==> src/rtl/fetch_unit_pkg.sv <==
// Shared types and constants for the fetch stage: next-PC select codes, R-format opcode, FSM states.
// The FAULT state is compiled in only when FETCH_ALIGN_CHECK_EN is defined.
package fetch_unit_pkg;

  typedef enum logic [1:0] {
    NextIns = 2'b00,
    Branch  = 2'b01,
    Jump    = 2'b10
  } pc_src_t;

  localparam logic [5:0]  opRFormat    = 6'b000000;
  localparam logic [31:0] DEF_RESET_PC = 32'h0000_3000;

`ifdef FETCH_ALIGN_CHECK_EN
  typedef enum logic [1:0] {
    FETCH = 2'b00,
    EXEC  = 2'b01,
    FAULT = 2'b10
  } state_t;
`else
  typedef enum logic [1:0] {
    FETCH = 2'b00,
    EXEC  = 2'b01
  } state_t;
`endif

endpackage

==> src/rtl/fetch_unit_npc_calc.sv <==
// Combinational next-PC selection: sequential, branch, J/JAL and JR targets.
// Without FETCH_ALIGN_CHECK_EN the low two bits are cleared so the PC is always word aligned.
module npc_calc
  import fetch_unit_pkg::*;
(
  input  logic [31:0] pc_plus4,
  input  logic [31:0] instr,
  input  logic [1:0]  pc_src,
  input  logic [31:0] rs_data,
  output logic [31:0] next_pc
);

  logic [31:0] br_target;
  logic [31:0] jmp_target;
  logic [31:0] raw_pc;

  assign br_target  = pc_plus4 + {{14{instr[15]}}, instr[15:0], 2'b00};
  // JR is the only jump carried by an R-format opcode; J/JAL splice the index into the current region
  assign jmp_target = (instr[31:26] == opRFormat) ? rs_data
                                                  : {pc_plus4[31:28], instr[25:0], 2'b00};

  always_comb begin
    raw_pc = pc_plus4;
    case (pc_src)
      Branch:  raw_pc = br_target;
      Jump:    raw_pc = jmp_target;
      default: raw_pc = pc_plus4;
    endcase
  end

`ifdef FETCH_ALIGN_CHECK_EN
  assign next_pc = raw_pc;
`else
  assign next_pc = {raw_pc[31:2], 2'b00};
`endif

endmodule

==> src/rtl/fetch_unit.sv <==
// PC register and fetch FSM: one imem word per instruction, >=2 cycles each; ack latency stretches FETCH, hold stretches EXEC.
// FETCH_ALIGN_CHECK_EN adds a sticky addr_err and a FAULT state entered on a misaligned next PC.
module fetch_unit
  import fetch_unit_pkg::*;
#(
  parameter logic [31:0] RESET_PC = DEF_RESET_PC
) (
  input  logic        clk,
  input  logic        rst,
  output logic        imem_req,
  output logic [31:0] imem_addr,
  input  logic        imem_ack,
  input  logic [31:0] imem_rdata,
  input  logic        hold,
  input  logic [1:0]  PcSrc,
  input  logic [31:0] rs_data,
`ifdef FETCH_ALIGN_CHECK_EN
  output logic        addr_err,
`endif
  output logic        ins_valid,
  output logic [31:0] instr,
  output logic [5:0]  Op,
  output logic [4:0]  rs,
  output logic [4:0]  rt,
  output logic [4:0]  rd,
  output logic [5:0]  Func,
  output logic [31:0] pc,
  output logic [31:0] pc_plus4
);

  state_t      state;
  state_t      state_nx;
  logic [31:0] next_pc;
  logic        retire;

  npc_calc u_npc_calc (
    .pc_plus4 (pc_plus4),
    .instr    (instr),
    .pc_src   (PcSrc),
    .rs_data  (rs_data),
    .next_pc  (next_pc)
  );

  assign retire = (state == EXEC) && !hold;

  always_ff @(posedge clk) begin
    if (rst) state <= FETCH;
    else     state <= state_nx;
  end

  always_comb begin
    state_nx = state;
    case (state)
      FETCH: if (imem_ack) state_nx = EXEC;
      EXEC: begin
        if (!hold) begin
`ifdef FETCH_ALIGN_CHECK_EN
          state_nx = (next_pc[1:0] != 2'b00) ? FAULT : FETCH;
`else
          state_nx = FETCH;
`endif
        end
      end
`ifdef FETCH_ALIGN_CHECK_EN
      FAULT: state_nx = FAULT;
`endif
      default: state_nx = FETCH;
    endcase
  end

  // Reset wins over a same-cycle ack, so a half-finished fetch is dropped
  always_ff @(posedge clk) begin
    if (rst) begin
      pc    <= RESET_PC;
      instr <= '0;
    end else begin
      if ((state == FETCH) && imem_ack) instr <= imem_rdata;
      if (retire)                       pc    <= next_pc;
    end
  end

`ifdef FETCH_ALIGN_CHECK_EN
  always_ff @(posedge clk) begin
    if (rst)                                      addr_err <= 1'b0;
    else if (retire && (next_pc[1:0] != 2'b00))  addr_err <= 1'b1;
  end
`endif

  assign imem_req  = (state == FETCH);
  assign ins_valid = (state == EXEC);
  assign imem_addr = pc;
  assign pc_plus4  = pc + 32'd4;

  assign Op   = instr[31:26];
  assign rs   = instr[25:21];
  assign rt   = instr[20:16];
  assign rd   = instr[15:11];
  assign Func = instr[5:0];

endmodule

==> config.mk <==
export PLATFORM = sky130hd
export DESIGN_NAME = fetch_unit
export DESIGN_NICKNAME = d
export VERILOG_FILES = /design/src/rtl/fetch_unit_pkg.sv /design/src/rtl/fetch_unit_npc_calc.sv /design/src/rtl/fetch_unit.sv
export SDC_FILE = /design/constraint.sdc
export NUM_CORES = 1
export LEC_CHECK = 0
export BUFFER_PORTS_ARGS = -buffer_cell sky130_fd_sc_hd__buf_2
export CAP_MARGIN = 20
export CORE_ASPECT_RATIO = 1.75
export CORE_MARGIN = 8
export CORE_UTILIZATION = 45
export CTS_BUF_LIST = sky130_fd_sc_hd__clkbuf_16
export DETAILED_ROUTE_END_ITERATION = 10
export GPL_TIMING_DRIVEN = 1
export HOLD_SLACK_MARGIN = 0.15
export PLACE_DENSITY_LB_ADDON = 0.25
export SYNTH_ARGS = -nofsm -noshare
export SYNTH_HDL_FRONTEND = slang
export SYNTH_SLANG_ARGS = --single-unit
==> constraint.sdc <==
create_clock -name clk -period 3.14 [get_ports clk]
set_input_delay 0.314 -clock clk [delete_from_list [all_inputs] [get_ports clk]]
set_output_delay 0.314 -clock clk [all_outputs]
set_load 0.005 [all_outputs]
==> results by group <==
Run status
  • Status: finished with violations
  • Failing checks: negative setup slack

Synthesis
  • Ys async rst share: 0
  • Post-synthesis cell count: just under 800
  • Syn avg cell area: 7.67 µm²
  • Cell taking the most area after synthesis: dfxtp_1
  • EDFF count, synth: 0
  • Post-synth top flop: dfxtp_1
  • Register area share after synthesis: 0.213
  • Yosys synthesis warning count: 0
  • Top-count cell post-synth: nand2_1
  • Largest cells by area after synthesis: dfxtp_1 21%, buf_4 8.0%, ha_1 7.8%
  • #FFs+latches synth: 63
  • Top cells by count, synth: 123 x nand2_1, 70 x a21oi_1, 63 x buf_4, 63 x dfxtp_1, 39 x o21ai_0
  • Synth cell types: 76
  • Synth top area share: 0.213
  • Synth Cell Area: 5920 µm²

Place
  • Gpl congestion: 0.966
  • PortBufs: 218
  • Placed cell areas: a little under 8000 µm²
  • Hpwl dp: roughly 19000 µm

Detailed routing
  • DR WL/cell: around 21 µm
  • Via/cell ratio: about 5.7
  • Routed vias: about 7000
  • Remaining DRCs: 0
  • Drt initial violations: just under 500
  • Total wire length: ~26000 µm
  • Total iterations of the first detailed-routing run: 5
  • Post-route ant nets: 0

Setup path
  • Critical-path cell list: ha_4 -> nand2_4 -> nor2_4 -> buf_6 -> nand4_1 -> xnor2_2 -> buf_4 -> buf_4 -> ha_4 -> nor3_2 -> nor2_2 -> o2111a_1 -> o22ai_2 -> xnor2_1 -> a221o_1 -> a22o_1
  • CP Max Fanout: 4
  • CP Data Arrival Time: ~3.6 ns
  • Slowest stage delay, CP: 0.38 ns
  • Setup crit end kind: flip-flop
  • Worst EP required: approximately 3.4 ns
  • Setup crit start kind: flip-flop
  • Crit Path Class: reg2reg
  • CP Buf/Inv Count: 3
  • Family with the most delay on the worst path: compound AO/OA/AOI/OAI gates
  • CP max stage cell: dfxtp_4

Timing
  • Final WS setup: -0.190 ns
  • Clock Skew: about 0.007 ns
  • Final-report setup violation count: 13
  • Period utilization: 1.06
  • Hold slack: 0.214 ns
  • Fin. Hold Viols: 0
  • Slew headroom: 0.497
  • Slew Viols, Final: 0
  • Worst-margin pin slew: about 0.75 ns
  • Minimum period implied by the final worst setup slack: about 3.3 ns
  • RSZ-0062 raised after global routing: true
  • Fmax: 300 MHz

Clock tree
  • Reg clk slew, reported paths: approximately 0.060 ns
  • CTS tree: built
  • H-Tree Level Count: 3
  • CTS Buf Count: 9
  • CTS Hold Bufs: 0
  • Longest Clk Path Bufs: 2
  • CTS root buf: clkbuf_16
  • Clk sinks: 63
  • Clock network latency to the later pin of the worst-skew pair: 0.34 ns

Run
  • Max-cap violations: 0

Floorplan
  • Num rows: 55
  • Die ar.: ~17000 µm²
  • Core area: 12900 µm²
  • DIE HEIGHT: 168 µm
  • Ports: about 230
  • Initial core utilization: 0.460
  • Die Width: 103 µm

Layout
  • Final instance area: between 9000 and 10000 µm²
  • Synthesis-to-layout area growth: 56.0%
  • Nets: approximately 1200
  • Proportion of layout cells with a drive suffix above 1: 0.539
  • Layout fillers: ~1000
  • Ant diodes: 0

Global route
  • GRT overflow: 0
  • Largest net degree at the start of global routing: 45
  • Global-route wire length before repair: approximately 38000 µm
  • Vias in the first global route: 7308
  • Initial antenna violation count: 1
  • Global Route Usage Sum: 0.286

Power
  • Total Power: 2.90 mW
  • Pleak: about 4.5 nW
  • Pwr dens: 314 nW/µm²
  • Maximum vdd drop: between 0.2 and 0.3 mV

Worst hold path
  • HP Class: in2reg
==> repair_timing <==
item | in CTS | in global routing
setup endpoints to repair | 16 | 17
gates cloned | 0 | 0
pin swaps | 48 | 67
setup buffers | 16 | 14
gates resized for setup | 96 | 70
==> path summary, 6_finish.rpt <==
check,from,to,slack (ns),cells after the start
setup / recovery,imem_addr[2]$_SDFFE_PP0P_,imem_addr[30]$_SDFFE_PP0P_,-0.19,16
hold / removal,imem_ack,state[0]$_SDFFE_PP0P_,0.21,2
setup reg to reg,imem_addr[2]$_SDFFE_PP0P_,imem_addr[30]$_SDFFE_PP0P_,-0.19,16
hold reg to reg,instr[25]$_SDFFE_PP0P_,instr[25]$_SDFFE_PP0P_,0.48,2
==> routing by layer <==
metal | routed length [µm] | global-route usage | vias up | part of all wire
met1 | 8300 | 0.257 | 3401 | 0.32
met2 | 14000 | 0.525 | 321 | 0.54
met4 | 2360 | 0.252 | 2 | 0.090
li1 | - | - | 3325 | -
met3 | 1410 | 0.0461 | 121 | 0.054
met5 | 15 | 0 | - | 0.00058
==> cells in the final DEF (no fill, tap or decap), types with 7 or more instances in the layout <==
cell type and instances:
a22oi_1 9, a21oi_2 13, nor2_1 28, a21oi_1 58, o21ai_0 28, xnor2_2 12
clkbuf_16 9, buf_6 13, dfxtp_1 49, nand2_1 115, buf_4 168, nand4_1 9
nand3_1 11, mux2_2 22, a21o_1 14, inv_1 18, ha_1 18, o21ai_1 9
buf_2 218, dfxtp_2 11, o211ai_1 8, a221oi_1 7, ha_4 18, and3_1 8
xnor2_1 16, xor2_1 15, o21a_1 8
==> metrics by stage <==
stage	setup slack [ns]	utilization	TNS, ns	instances
2_1_floorplan	-0.0615	-	-0.102	777
3_3_place_gp	-0.265	0.608	-1.79	1215
3_5_place_dp	-0.291	0.608	-2.56	1215
4_1_cts	-0.0144	0.684	-0.0252	1247
5_1_grt	-0.254	0.717	-2.75	1259
6_report	-0.190	0.717	-1.48	1259
==> logic make-up after synthesis <==
group                    after synthesis  synth area share
AO/OA/AOI/OAI                        220             0.253
XOR/XNOR                              53            0.0816
adder cells (fa/ha/maj)               38            0.0816
buffers and inverters                121             0.119
flip-flops                            63             0.213
multiplexers                          26            0.0486
other                                  1          0.000634
AND/OR/NAND/NOR                      250             0.202
==> where the power goes <==
part	leakage [nW]	internal, mW	switching, mW
clock network	0.157	0.682	0.376
logic	3.87	0.443	0.501
registers	0.521	0.840	0.0582
==> sequential cells by signal, summed over array words and instances, names as in the netlist <==
| register | count |
|---|---|
| instr | 32 |
| imem_addr | 30 |
| state | 1 |
==> layout make-up <==
cell class                      instances  area, µm²  area share
Inverter                               17       63.8     0.00691
Multi-Input combinational cell        593       4860       0.527
Clock inverter                          7       80.1     0.00867
Timing Repair Buffer                  399       2500       0.271
Clock buffer                            9        225      0.0244
Sequential cell                        63       1290       0.139
Tap cell                              171        214      0.0232
No activity file was read; power rests on OpenSTA's default activity.
